### src/rtl/uio_bus_arbiter_pkg.sv
// Shared definitions for the uio pad bus arbiter and its round-robin picker.
package uio_bus_arbiter_pkg;

  // Arbiter FSM state codes; values are fixed so other tiles can decode them.
  typedef enum logic [1:0] {
    ST_IDLE = 2'd0,
    ST_TURN = 2'd1,
    ST_OWN  = 2'd2
  } arb_state_t;

  // Bits needed to hold values 0..n-1, never less than one bit.
  function automatic int cnt_width(input int n);
    if (n <= 2) begin
      return 1;
    end
    return $clog2(n);
  endfunction

endpackage

### src/rtl/uio_rr_pick.sv
// Combinational round-robin picker: scans req starting at ptr and wrapping at
// N-1 -> 0, returning the first set requester as both one-hot and index.
module uio_rr_pick
  import uio_bus_arbiter_pkg::*;
#(
  parameter int N     = 4,
  parameter int IDX_W = cnt_width(N)
) (
  input  logic [N-1:0]     req,
  input  logic [IDX_W-1:0] ptr,
  output logic [N-1:0]     pick_onehot,
  output logic [IDX_W-1:0] pick_idx,
  output logic             pick_valid
);

  // Scan offsets from far to near so the requester closest to ptr wins last.
  always_comb begin : pick_scan
    int sum;
    logic [IDX_W-1:0] cand;
    sum         = 0;
    cand        = '0;
    pick_onehot = '0;
    pick_idx    = '0;
    pick_valid  = 1'b0;
    for (int off = N - 1; off >= 0; off--) begin
      sum = int'(ptr) + off;
      if (sum >= N) begin
        sum = sum - N;
      end
      cand = IDX_W'(sum);
      if (req[cand]) begin
        pick_valid  = 1'b1;
        pick_idx    = cand;
        pick_onehot = N'(1) << cand;
      end
    end
  end

endmodule

### src/rtl/uio_bus_arbiter.sv
// Shares the tile's bidirectional uio pad bus between N_REQ internal engines.
// Round-robin ownership with a forced hi-Z turnaround before every new owner
// and a cap on how long one grant may hold the bus.
//
//   state   | meaning
//   --------+-------------------------------------------------------------
//   IDLE    | no owner, pads released, waiting for any request
//   TURN    | owner chosen, pads held hi-Z for TURNAROUND cycles
//   OWN     | owner granted; drives pads (dir=1) or is fed uio_in (dir=0)
module uio_bus_arbiter
  import uio_bus_arbiter_pkg::*;
#(
  parameter int N_REQ      = 4,
  parameter int W          = 8,
  parameter int TURNAROUND = 1,
  parameter int MAX_HOLD   = 16
) (
  input  logic               clk,
  input  logic               rst,
  input  logic               ena,
  input  logic [N_REQ-1:0]   req,
  input  logic [N_REQ-1:0]   last,
  input  logic [N_REQ-1:0]   dir,
  input  logic [N_REQ*W-1:0] dout,
  output logic [N_REQ-1:0]   grant,
  input  logic [W-1:0]       uio_in,
  output logic [W-1:0]       uio_out,
  output logic [W-1:0]       uio_oe,
  output logic [W-1:0]       rd_data,
  output logic               rd_valid
);

  localparam int IDX_W = cnt_width(N_REQ);
  localparam int TW    = cnt_width(TURNAROUND);
  localparam int HW    = cnt_width(MAX_HOLD);

  arb_state_t       state_q, state_d;
  logic [IDX_W-1:0] owner_q, owner_d;
  logic [N_REQ-1:0] own_oh_q, own_oh_d;
  logic [IDX_W-1:0] rr_ptr_q, rr_ptr_d;
  logic [TW-1:0]    tcnt_q, tcnt_d;
  logic [HW-1:0]    hold_q, hold_d;
  logic             own_dir_q, own_dir_d;

  logic [IDX_W-1:0] ptr_adv;
  logic [IDX_W-1:0] pick_ptr;
  logic [N_REQ-1:0] pick_onehot;
  logic [IDX_W-1:0] pick_idx;
  logic             pick_valid;
  logic             owner_req;
  logic             owner_last;
  logic             owner_dir;
  logic             hold_done;
  logic             release_own;
  logic             start_turn;
  logic [W-1:0]     drive_data;

  // Pointer one past the current owner; a releasing owner becomes lowest priority.
  always_comb begin
    if (owner_q == IDX_W'(N_REQ - 1)) begin
      ptr_adv = '0;
    end else begin
      ptr_adv = owner_q + IDX_W'(1);
    end
  end

  // On release the next pick already uses the advanced pointer.
  assign pick_ptr = (state_q == ST_OWN) ? ptr_adv : rr_ptr_q;

  uio_rr_pick #(
    .N     (N_REQ),
    .IDX_W (IDX_W)
  ) u_rr_pick (
    .req         (req),
    .ptr         (pick_ptr),
    .pick_onehot (pick_onehot),
    .pick_idx    (pick_idx),
    .pick_valid  (pick_valid)
  );

  assign owner_req   = req[owner_q];
  assign owner_last  = last[owner_q];
  assign owner_dir   = dir[owner_q];
  assign hold_done   = (hold_q == HW'(MAX_HOLD - 1));
  assign release_own = !owner_req || owner_last || hold_done || !ena;
  assign start_turn  = ena && pick_valid;

  // FSM state and bookkeeping registers.
  always_ff @(posedge clk) begin
    if (rst) begin
      state_q   <= ST_IDLE;
      owner_q   <= '0;
      own_oh_q  <= '0;
      rr_ptr_q  <= '0;
      tcnt_q    <= '0;
      hold_q    <= '0;
      own_dir_q <= 1'b0;
    end else begin
      state_q   <= state_d;
      owner_q   <= owner_d;
      own_oh_q  <= own_oh_d;
      rr_ptr_q  <= rr_ptr_d;
      tcnt_q    <= tcnt_d;
      hold_q    <= hold_d;
      own_dir_q <= own_dir_d;
    end
  end

  // Next-state logic: arbitration, turnaround countdown, ownership release.
  always_comb begin
    state_d   = state_q;
    owner_d   = owner_q;
    own_oh_d  = own_oh_q;
    rr_ptr_d  = rr_ptr_q;
    tcnt_d    = tcnt_q;
    hold_d    = hold_q;
    own_dir_d = own_dir_q;

    case (state_q)
      ST_IDLE: begin
        if (start_turn) begin
          owner_d  = pick_idx;
          own_oh_d = pick_onehot;
          tcnt_d   = TW'(TURNAROUND - 1);
          state_d  = ST_TURN;
        end
      end

      ST_TURN: begin
        if (!ena) begin
          state_d = ST_IDLE;
        end else if (tcnt_q == '0) begin
          if (owner_req) begin
            // Direction is frozen for the whole ownership.
            own_dir_d = owner_dir;
            hold_d    = '0;
            state_d   = ST_OWN;
          end else begin
            // Requester went away during turnaround; pointer stays put.
            state_d = ST_IDLE;
          end
        end else begin
          tcnt_d = tcnt_q - TW'(1);
        end
      end

      ST_OWN: begin
        if (release_own) begin
          rr_ptr_d = ptr_adv;
          if (start_turn) begin
            owner_d  = pick_idx;
            own_oh_d = pick_onehot;
            tcnt_d   = TW'(TURNAROUND - 1);
            state_d  = ST_TURN;
          end else begin
            state_d = ST_IDLE;
          end
        end else begin
          hold_d = hold_q + HW'(1);
        end
      end

      default: begin
        state_d = ST_IDLE;
      end
    endcase
  end

  // Owner's drive data, selected by the registered owner index.
  always_comb begin
    drive_data = '0;
    for (int k = 0; k < N_REQ; k++) begin
      if (owner_q == IDX_W'(k)) begin
        drive_data = dout[k*W +: W];
      end
    end
  end

  // Pad-facing outputs decode only from registered state.
  always_comb begin
    grant   = '0;
    uio_oe  = '0;
    uio_out = '0;
    if (state_q == ST_OWN) begin
      grant = own_oh_q;
      if (own_dir_q) begin
        uio_oe  = '1;
        uio_out = drive_data;
      end
    end
  end

  // Capture the pad bus on every cycle of a read ownership.
  always_ff @(posedge clk) begin
    if (rst) begin
      rd_data  <= '0;
      rd_valid <= 1'b0;
    end else if (state_q == ST_OWN && !own_dir_q) begin
      rd_data  <= uio_in;
      rd_valid <= 1'b1;
    end else begin
      rd_valid <= 1'b0;
    end
  end

endmodule

### config.mk
export PLATFORM = sky130hd
export DESIGN_NAME = uio_bus_arbiter
export DESIGN_NICKNAME = d
export VERILOG_FILES = /design/src/rtl/uio_bus_arbiter_pkg.sv /design/src/rtl/uio_rr_pick.sv /design/src/rtl/uio_bus_arbiter.sv
export SDC_FILE = /design/constraint.sdc
export NUM_CORES = 1
export LEC_CHECK = 0
export BUFFER_PORTS_ARGS = -buffer_cell sky130_fd_sc_hd__buf_4
export CAP_MARGIN = 20
export CORE_MARGIN = 1
export CORE_UTILIZATION = 25
export CTS_BUF_LIST = sky130_fd_sc_hd__clkbuf_2
export DETAILED_ROUTE_END_ITERATION = 8
export SLEW_MARGIN = 20
export SYNTH_ARGS = -nofsm -noshare
export SYNTH_HDL_FRONTEND = slang
export SYNTH_SLANG_ARGS = --single-unit
### constraint.sdc
create_clock -name clk -period 8.05 [get_ports clk]
set_clock_uncertainty 0.1 [all_clocks]
set_input_delay 0.805 -clock clk [delete_from_list [all_inputs] [get_ports clk]]
set_output_delay 0.805 -clock clk [all_outputs]
set_load 0.02 [all_outputs]
== Word-level counts from Yosys, hierarchy flattened ==
Cells that the tools add are included.
W data, S select, Z words.

* Mux-type cells: 65
* Bitwise gates (word level): 1
* Reduce and logical (&&, ||, !) cells: 19
* Add/sub/neg operators: 10
* $lt $le $gt $ge: 9
* Shifts and indexed selects: 4
* Eq/ne operators: 13

{| class="wikitable"
|+ Operators with widths
! operator !! number
|-
| $mux W8 || 8
|-
| $mux W4 || 11
|-
| $mux W2 || 17
|-
| $mux W1 || 17
|-
| $pmux W4 S2 || 2
|-
| $shl A1 B2 Y4 const A || 4
|-
| $lt A2 B3 Y1 const B || 5
|-
| $bmux W1 S2 || 7
|-
| $ne A2 B2 Y1 const B || 6
|-
| $ge A3 B3 Y1 const B || 3
|-
| $sub A2 B1 Y2 const B || 4
|-
| $add A2 B2 Y3 const B || 2
|-
| $eq A2 B2 Y1 const B || 3
|-
| $pmux W2 S3 || 1
|-
| $reduce_and A3 Y1 || 2
|-
| $reduce_and A5 Y1 || 1
|-
| $add A4 B1 Y4 const B || 1
|-
| $eq A2 B1 Y1 const B || 2
|-
| $eq A4 B4 Y1 const B || 1
|-
| $logic_not A2 Y1 || 2
|-
| $pmux W2 S2 || 1
|-
| $reduce_and A2 Y1 || 2
|-
| $reduce_and A4 Y1 || 1
|-
| $reduce_bool A2 Y1 || 2
|-
| other kinds (11) || 16
|}

* Bits in registers: 25
* Output and inout bits: 29
* Logic and storage cells: 130
* Bits of input ports: 55

== Depth between registers and ports, before layout ==
Gate-level depths: netlist (run 1).

* Depth in word-level cells: 16
* Mapped depth: 12
* Gate-level depth less buffers: 10

== Modules after synthesis ==
From an unflattened synthesis (run 1), not the netlist that was laid out.

* Cell total of the unflattened synthesis: 247
* Area total of the unflattened synthesis: 1,995.7 µm²

{| class="wikitable"
|+ Modules (own cells, without submodules)
! module !! area an instance (µm²) !! cells each !! seq. area each (µm²) !! instances
|-
| uio_bus_arbiter || 1,486.4 || 186 || 480.5 || 1
|-
| uio_rr_pick || 509.2 || 61 || 0.0 || 1
|}

== Worst setup path after synthesis (run 1) ==
OpenSTA, ideal clock, no wires.

* Kind: register to register
* Start: register owner_q[1]
* End: register own_oh_q[0]
* Cell stages (with the launch flop): 13
* Period minus slack after synthesis: 3,168 ps
* Required time: 7,862 ps
* Setup slack: 4,882 ps
* Arrival time: 2,980 ps
* Path buffers: 3
* Setup time: 88 ps
* Cells stage by stage: dfxtp_1 ha_1 clkbuf_1 nor2_1 mux2i_4 clkbuf_1 ha_1 buf_1 mux2i_1 a2111oi_2 o21ai_0 a211o_1 a311oi_2

* Cells in the longest elaborated chain, start to end: 16
* Elaborated cells on any way between the ends: 53
* Classes of those cells: add/sub: 8; order compare: 4; eq/ne: 2; shift: 4; mux: 29; reduce/logical: 6

{| class="wikitable"
|+ RTL lines
! what !! line !! RTL
|-
| start, declared || uio_bus_arbiter.sv:38 || <nowiki>logic [IDX_W-1:0] owner_q, owner_d;</nowiki>
|-
| start signal, assigned || uio_bus_arbiter.sv:100 || <nowiki>owner_q <= owner_d;</nowiki>
|-
| $add A2 B1 Y2 or $eq A2 B2 Y1 (tied branches) || uio_bus_arbiter.sv:63, uio_bus_arbiter.sv:60 ||
|-
| $mux W2 || uio_bus_arbiter.sv:60 || <nowiki>if (owner_q == IDX_W'(N_REQ - 1)) begin</nowiki>
|-
| $mux W2 || uio_bus_arbiter.sv:68 || <nowiki>assign pick_ptr = (state_q == ST_OWN) ? ptr_adv : rr_ptr_q;</nowiki>
|-
| $add A2 B2 Y3 || uio_rr_pick.sv:26 || <nowiki>sum = int'(ptr) + off;</nowiki>
|-
| $ge A3 B3 Y1 or $sub A2 B1 Y2 (tied branches) || uio_rr_pick.sv:27, uio_rr_pick.sv:28 ||
|-
| $mux W2 || uio_rr_pick.sv:27 || <nowiki>if (sum >= N) begin</nowiki>
|-
| $bmux W1 S2 || uio_rr_pick.sv:31 || <nowiki>if (req[cand]) begin</nowiki>
|-
| $mux W1 (implied by the code) || uio_rr_pick.sv:31 ||
|-
| $mux W1 (4 in series) || uio_rr_pick.sv:31 ||
|-
| $logic_and A1 B1 Y1 || uio_bus_arbiter.sv:86 || <nowiki>assign start_turn = ena && pick_valid;</nowiki>
|-
| $mux W4 || uio_bus_arbiter.sv:121, uio_bus_arbiter.sv:150 ||
|-
| $mux W4 || uio_bus_arbiter.sv:148 || <nowiki>if (release_own) begin</nowiki>
|-
| $pmux W4 S2 || uio_bus_arbiter.sv:119 || <nowiki>case (state_q)</nowiki>
|-
| end signal, assigned || uio_bus_arbiter.sv:101 || <nowiki>own_oh_q <= own_oh_d;</nowiki>
|-
| end, declared || uio_bus_arbiter.sv:39 || <nowiki>logic [N_REQ-1:0] own_oh_q, own_oh_d;</nowiki>
|}

Several ways; a longest one is shown, not always the timed one. The select of a mux whose other input is x is not followed.
A chain may end at the register's enable or synchronous reset.

== Worst setup path in the final report (run 1) ==
* Start: register owner_q[0]
* End: register own_oh_q[1]

Same word-level chain as after synthesis.

==> reports/summary.txt, run 1 <==
WL per Instance: 13.38 µm
Design Power: 0.3049 mW
Least-Margin Pin Slew: 0.7310 ns
syn nets: 345
Total GRT Usage: 13.15%
Worst-path clk slew: 0.26 ns
YS warnings: 0
worst setup path category: reg2reg
Sink Count: 24
internal power: 0.2132 mW
clock power share: 27.2%
initial antenna violation count: 0
Switching Share: 30.10%
Yosys reg bits: 24
metal2 WL: 2995 µm
Worst slew margin: 51.27%
top routing layer used: met4
Primary FF master, synth: dfxtp_1
1st-iter DRT viols: 86
final setup fails: 0
Data arrival, critical path: 3.87 ns
Slew Viols, Final: 0
Max rail drop VDD: 58.95 µV
Tcrit/Tclk final: 45.81%
Final nets: 406
global-route wire length before repair: 9618 µm
dpl cells: 442
H-Tree Depth: 1
metal3 WL: 202 µm
GP Congestion: 0.8493
height of the chip: 94.54 µm
die area: 8937 µm²
vias in the first global route: 2094
drt total wl: 5967 µm
M1 WL: 2715 µm
post-layout util: 33.92%
Setup Fix Bufs, Post-CTS: 0
starting density of the core: 25.92%
diode count: 0
synthesized area: 2141 µm²
Mapped Avg Cell Area: 7.619 µm²
top post-synthesis cells by area: dfxtp_1, a21oi_1, ha_1
I/O pins: 84
layout cells sized above 1: 31.67%
worst hold slack: 0.3917 ns
Synth top area share: 22.44%
CP required: 8.23 ns
Setup TNS: 0 ns
fin cells: 446
CTS tree: done
asr flop ratio synth: 0%
number of synthesized flops with an enable pin: 0
status: finished, final reports clean
CTS resizes: 0
Die W: 94.54 µm
final hold vios: 0
grt ovf: 0
leak pwr: 1.160 nW
dpl hpwl: 4502 µm
Psw: 0.09180 mW
Worst Hold Class: reg2reg
pin count of the biggest net entering global routing: 26
pwr/cell area: 108.9 nW/µm²
Mapped Cells: 281
IO Port Bufs: 83
CP endpoint kind: flip-flop
Crit Path Max Fanout: 18
Area Growth Syn to Fin: 30.86%
FF-to-FF setup slack: 4.36 ns
Max Clk Rate: 271.2 MHz
Row Count: 33
worst skew pair latency: 0.35 ns
core area: 8258 µm²
area leader, netlist: dfxtp_1
Max clock buf depth: 2
crit start category: flip-flop
post-synth cell types: 51
antenna violation net count after detailed routing: 0
commonest non-fill, non-tap cell in the layout: buf_4
Max Cap Viol: 0
CTS buffer count: 3
combinational power share: 31.0%
CTS root buf: clkbuf_2
path depth of the worst reg2reg path: 9
register area share after synthesis: 22.44%
most frequent cells in the layout: buf_4, a21oi_1, nor2_1
DRC viols: 0
TritonRoute pass-1 iters: 5
sequential fraction of design power: 41.8%
vias: 2219
RSZ-0062 raised after global routing: no
minimum clock period: 3.688 ns
vias per inst: 4.975
hold path cells: 2
hold_buf cts: 0
## registers in the layout, summed over array words and instances (netlist names)
| signal | count |
|---|---|
| hold_q | 4 |
| own_dir_q | 1 |
| rd_data | 8 |
| own_oh_q | 4 |
| state_q | 2 |
| rd_valid | 1 |
| rr_ptr_q | 2 |
| owner_q | 2 |
## metrics by stage
step,area [µm²],setup WS [ns]
6_report,2801,4.362
5_1_grt,2801,3.938
4_1_cts,2801,4.379
3_5_place_dp,2756,4.438
3_3_place_gp,2756,4.553
2_1_floorplan,2141,4.882
## power by group through the flow
stage               Clock [mW]  Sequential [mW]  Combinational, mW
floorplan                    0            0.128             0.0626
global placement             0            0.130             0.0932
detailed placement           0            0.130             0.0941
CTS                     0.0841            0.128             0.0944
global route            0.0872            0.129              0.105
finish                  0.0829            0.128             0.0945
## kinds of logic (layout without fill, tap and decap cells)
kind of cell	Yosys count	count (layout)	share of synthesized area, %
AND/OR/NAND/NOR	104	104	24.72
AO/OA/AOI/OAI	95	95	30.51
buffers and inverters	37	97	8.358
flip-flops	24	24	22.44
multiplexers	12	12	8.708
adder cells (fa/ha/maj)	9	9	5.260
## per-layer routing
metal / global-route usage (%) / up-vias
met2: 24.58 / 62
li1: - / 1127
met4: 3.409 / 0
met1: 16.36 / 1026
met5: 0 / -
met3: 0.5636 / 4
## worst max-delay path, stage by stage, from the launching register on
cell and delay, ns:
dfxtp_1 0.62, ha_1 0.59, nor2_1 0.22, mux2i_4 0.41, ha_1 0.39, mux2i_1 0.18, a2111oi_2 0.43, o21ai_0 0.14
a211o_1 0.29, a311oi_2 0.23
## cell usage after synthesis, drive strengths merged (2+ instances only)
| cell | n |
|---|---|
| mux4 | 4 |
| a21oi | 43 |
| a221oi | 5 |
| inv | 10 |
| nor2 | 29 |
| nand3b | 10 |
| a21o | 2 |
| a2111oi | 2 |
| nor3 | 2 |
| ha | 9 |
| o21ai | 17 |
| dfxtp | 24 |
| buf | 14 |
| or2 | 3 |
| nor2b | 7 |
| and2 | 14 |
| a211o | 4 |
| nand2b | 2 |
| a211oi | 3 |
| o21bai | 2 |
| mux2i | 8 |
| nand3 | 5 |
| a311oi | 6 |
| nand2 | 27 |
| clkbuf | 13 |
| o32ai | 2 |
## path summary, 6_finish.rpt
check | end | from
worst max-delay path | own_oh_q[1] | owner_q[0]
worst min-delay path | hold_q[1] | hold_q[1]
worst max register to register | own_oh_q[1] | owner_q[0]
worst min register to register | hold_q[1] | hold_q[1]
## layout make-up
class / instances / area [µm²]
Clock inverter: 1 / 30.03
Timing Repair Buffer: 83 / 623.1
Multi-Input combinational cell: 220 / 1481
Clock buffer: 3 / 15.01
Fill cell: 860 / 5456
Sequential cell: 24 / 480.5
Inverter: 10 / 40.04
Tap cell: 105 / 131.4
(Power assumes the default switching activity.)
==> run 2, diff against run 1 <==
ABC_AREA = 1   (was not set)
clock period = 3.5 ns   (was 8.05 ns; I/O delays follow)
==> run 2 against run 1 <==
Against the previous run: clock power is 28% higher; synthesized cell count is 13% higher; die area is 6.5% lower; utilization is 0.89 points higher; combinational power grew to 3.0 times the previous value; final cell count is 11% higher; register-to-register slack worse by 3.5 ns; critical path depth is 2 lower; non-clock buffer count is 1 higher; first-iteration DRC count is 84% higher; critical path type is now reg2out.
==> reports/summary.txt, run 2 <==
status: finished, final reports clean
max reg flops: 8
Total GRT Usage: 13.33%
number of synthesized flops with an enable pin: 0
Mapped Avg Cell Area: 6.284 µm²
Setup TNS: 0 ns
TritonRoute pass-1 iters: 4
initial antenna violation count: 0
CP top delay family: buffers and inverters
syn nets: 382
clock power share: 15.4%
DRC viols: 0
metal3 WL: 119 µm
Die W: 91.40 µm
internal power: 0.4322 mW
IO Port Bufs: 83
vias: 2222
Mapped Cells: 318
CTS tree: done
vias in the first global route: 2142
1st-iter DRT viols: 158
most frequent cells in the layout: buf_4, nand2_1, a21oi_1
worst hold slack: 0.1569 ns
fin cells: 493
Least-Margin Pin Slew: 0.4477 ns
core area: 7727 µm²
metal2 WL: 2902 µm
Top reg by flops: rd_data
Max Cap Viol: 0
post-layout util: 34.81%
post-synth cell types: 29
CTS buffer count: 3
CTS resizes: 0
worst setup path start: owner_q[1]
M1 WL: 2465 µm
final hold vios: 0
RSZ-0062 raised after global routing: no
top-count cell post-synth: nand2_1
minimum clock period: 2.748 ns
Sink Count: 24
Worst Hold Class: in2reg
Primary FF master, synth: dfxtp_1
dpl hpwl: 4546 µm
worst skew pair latency: 0.33 ns
I/O pins: 84
diode count: 0
top routing layer used: met4
# fillers: 831
Final nets: 456
CTS root buf: clkbuf_2
CP cell instances: inv_1, ha_1, inv_1, nor2_1, or3_1, a21oi_1, buf_4
vias per inst: 4.507
die area: 8354 µm²
Yosys reg bits: 24
Max clock buf depth: 2
grt ovf: 0
WL per Instance: 11.26 µm
top post-synthesis cells by count: nand2_1, a21oi_1, nor2_1
Largest regs: rd_data: 8 flops, hold_q: 4 flops, own_oh_q: 4 flops
layout cells sized above 1: 30.69%
register area share after synthesis: 24.05%
Synth top area share: 24.05%
cell mode on critical path: inv_1
pin count of the biggest net entering global routing: 17
Design Power: 0.6924 mW
crit start category: flip-flop
YS warnings: 0
Reg area: 480.5 µm²
Max rail drop VDD: 170.1 µV
area leader, netlist: dfxtp_1
sequential fraction of design power: 43.2%
Tcrit/Tclk final: 78.50%
hold_buf cts: 0
Psw: 0.2602 mW
drt total wl: 5551 µm
pwr/cell area: 257.4 nW/µm²
CP endpoint kind: output pin
Worst slew margin: 70.15%
Data arrival, critical path: 2.30 ns
antenna violation net count after detailed routing: 0
Worst-path clk slew: 0.22 ns
synthesized area: 1998 µm²
leak pwr: 1.271 nW
footprint of the multi-input gates: 1328 µm²
Area Growth Syn to Fin: 34.63%
global-route wire length before repair: 9411 µm
H-Tree Depth: 1
asr flop ratio synth: 0%
Setup Fix Bufs, Post-CTS: 0
dpl cells: 489
Row Count: 32
CP required: 3.05 ns
worst setup path category: reg2out
dpl ws: 0.8872 ns
GP Congestion: 0.8243
CP max-delay cell: dfxtp_1
post-placement cell area: 2671 µm²
Max Clk Rate: 364.0 MHz
final instance area: 2690 µm²
max incr delay on CP: 0.47 ns
hold_sp: rst
top post-synthesis cells by area: dfxtp_1, nand2_1, a21oi_1
combinational power share: 41.4%
final setup fails: 0
Slew Viols, Final: 0
Crit Path Max Fanout: 9
worst reg2reg startpoint: owner_q[0]
commonest non-fill, non-tap cell in the layout: buf_4
Switching Share: 37.58%
Worst Path Buf+Inv: 3
post-route setup slack: 0.7525 ns
starting density of the core: 25.86%
height of the chip: 91.40 µm
[run 2: cell count changes after synthesis, sizes merged, moves of 9 or more]
cell | before | now
inv | 10 | 27
and2 | 14 | 0
nand3 | 5 | 39
nor2 | 29 | 48
nand2 | 27 | 79
nand3b | 10 | 0
clkbuf | 13 | 4
[run 2: final timing paths]
check	to	slack [ns]	cells past startpoint
max	uio_out[4]	0.75	7
min	rd_data[4]	0.16	2
max reg2reg	own_oh_q[0]	0.83	13
min reg2reg	rd_data[0]	0.38	2
[run 2: cell families after synthesis]
group | Yosys count | synth area share, %
buffers and inverters | 43 | 9.518
adder cells (fa/ha/maj) | 9 | 5.636
AO/OA/AOI/OAI | 63 | 16.78
flip-flops | 24 | 24.05
XOR/XNOR | 2 | 0.8768
AND/OR/NAND/NOR | 177 | 43.14
[run 2: final cells by class]
cell class | count | share of cell area (%)
multi-input combinational | 251 | 49.35
inverter | 28 | 3.907
clock buffer | 3 | 0.5581
clock inverter | 1 | 0.1395
tap | 102 | 4.744
timing repair buffer | 84 | 23.44
sequential | 24 | 17.86
[run 2: worst register-to-register path: stages, from the launching register on]
cell and delay, ns:
dfxtp_1 0.58, ha_1 0.44, inv_2 0.14, nand2_1 0.11, nand2_2 0.11, nand2_4 0.13
ha_1 0.27, inv_1 0.12, nand3_2 0.11, nand2_2 0.18, nand2_1 0.08, nand3_1 0.09
nand2_1 0.05, a21oi_1 0.12
[run 2: power by group through the flow]
stage / Clock, mW / Combinational, mW / Sequential [mW]
floorplan: 0 / 0.195 / 0.303
global placement: 0 / 0.286 / 0.304
detailed placement: 0 / 0.287 / 0.305
CTS: 0.113 / 0.288 / 0.299
global route: 0.121 / 0.324 / 0.302
finish: 0.106 / 0.287 / 0.299
[run 2: per-layer routing]
layer | up-vias | GRT usage, %
li1 | 1176 | -
met1 | 1002 | 16.53
met2 | 36 | 24.44
met3 | 8 | 1.089
met4 | 0 | 3.571
met5 | - | 0
==> run 3, diff against run 2 <==
clock period = 2.4 ns   (was 3.5 ns; I/O delays follow)
==> run 3 against run 2 <==
Against the previous run: clock power grew to 2.7 times the previous value; final area rose by 8.0%; sequential cell count stayed put; critical path type unchanged; highest routed layer unchanged.
==> reports/summary.txt, run 3 (synthesized netlist as in run 2, its figures left out) <==
status: finished, final reports clean
height of the chip: 91.40 µm
dpl ws: 0.09594 ns
Max Clk Rate: 436.3 MHz
hold_sp: uio_in[2]
WL per Instance: 11.65 µm
Sink Count: 24
crit start category: flip-flop
dpl hpwl: 4600 µm
Least-Margin Pin Slew: 0.4639 ns
die area: 8354 µm²
core area: 7727 µm²
Row Count: 32
vias in the first global route: 2100
grt ovf: 0
post-placement cell area: 2716 µm²
Worst-path clk slew: 0.27 ns
post-route setup slack: 0.1079 ns
CP endpoint kind: output pin
initial antenna violation count: 0
Worst Hold Class: in2reg
RSZ-0062 raised after global routing: no
Data arrival, critical path: 1.95 ns
Max clock buf depth: 2
leak pwr: 1.361 nW
worst reg2reg startpoint: owner_q[0]
CTS buffer count: 3
DRC viols: 0
diode count: 0
post-layout util: 37.60%
worst skew pair latency: 0.37 ns
Max rail drop VDD: 417.8 µV
layout cells sized above 1: 34.15%
Final nets: 472
1st-iter DRT viols: 163
Worst slew margin: 68.87%
vias per inst: 4.558
CP required: 2.06 ns
TritonRoute pass-1 iters: 4
minimum clock period: 2.292 ns
commonest non-fill, non-tap cell in the layout: buf_4
H-Tree Depth: 1
Top reg by flops: rd_data
Max Cap Viol: 0
worst setup path category: reg2out
CTS root buf: clkbuf_2
Slew Viols, Final: 0
CTS tree: done
starting density of the core: 25.86%
drt total wl: 5932 µm
Die W: 91.40 µm
final setup fails: 0
I/O pins: 84
Design Power: 1.191 mW
global-route wire length before repair: 9639 µm
most frequent cells in the layout: buf_4, nand2_1, nor2_1, a21oi_1, nand3_1
worst setup path start: owner_q[0]
Setup TNS: 0 ns
Area Growth Syn to Fin: 45.40%
final instance area: 2905 µm²
max reg flops: 8
pwr/cell area: 410.1 nW/µm²
final hold vios: 0
Crit Path Max Fanout: 8
Total GRT Usage: 13.79%
IO Port Bufs: 83
antenna violation net count after detailed routing: 0
vias: 2320
pin count of the biggest net entering global routing: 17
Tcrit/Tclk final: 95.50%
GP Congestion: 0.8523
# fillers: 810
Largest regs: rd_data: 8 flops, hold_q: 4 flops, own_oh_q: 4 flops
-- run 3: changes by cell type in the layout (fill, tap and decap cells not counted), sizes merged --
cell,delta
dlygate4sd3,+6
nand2,+1
bufinv,+1
buf,+9
clkinv,-1
-- run 3: critical path: stages (launching register included) --
cell	delay, ns
dfxtp_4	0.44
buf_4	0.14
ha_2	0.21
buf_6	0.14
a21oi_1	0.04
or3_1	0.30
a21oi_1	0.15
buf_4	0.17
-- run 3: layout make-up --
| cell class | count | area [µm²] | share of cell area, % |
|---|---|---|---|
| Clock buffer | 3 | 15.01 | 0.5168 |
| Clock inverter | 1 | 30.03 | 1.034 |
| Inverter | 28 | 110.1 | 3.790 |
| Multi-Input combinational cell | 252 | 1373 | 47.24 |
| Sequential cell | 24 | 488.0 | 16.80 |
| Tap cell | 102 | 127.6 | 4.393 |
| Timing Repair Buffer | 99 | 762.0 | 26.23 |
-- run 3: repair_timing --
action | CTS | global route
buffers inserted | 0 | 3
gates cloned | 0 | 1
hold buffers | 1 | 5
hold endpoints to repair | 2 | 5
pin swaps | 0 | 2
endpoints found under the setup margin | 8 | 13
gates resized for setup | 4 | 13
-- run 3: layer usage --
layer	track usage, %	share of wire, %	vias up
li1	-	-	1219
met1	17.24	45	1060
met2	25.50	52	39
met3	1.843	2.6	2
met4	1.720	0.27	0
met5	0	0	-
-- run 3: path summary, 6_finish.rpt --
| path | end | slack [ns] | cells after the start |
|---|---|---|---|
| hold reg to reg | rd_data[1] | 0.38 | 2 |
| setup reg to reg | own_oh_q[2] | 0.17 | 13 |
| setup / recovery | uio_out[2] | 0.11 | 7 |
| hold / removal | rd_data[2] | 0.003 | 3 |
-- run 3: stage by stage --
| step | hold slack [ns] | std cells |
|---|---|---|
| after CTS | 0.0003492 | 500 |
| after global routing | 0.0002529 | 509 |
| after global placement | 0.3530 | 495 |
| after detailed placement | 0.3581 | 495 |
| after floorplan | 0.2091 | 318 |
| final | 0.002984 | 509 |
-- run 3: where the power goes --
part           internal, mW  total [mW]  switching, mW
combinational         0.208       0.475          0.268
clock                 0.143       0.282          0.139
sequential            0.421       0.434         0.0137
total                 0.772        1.19          0.420
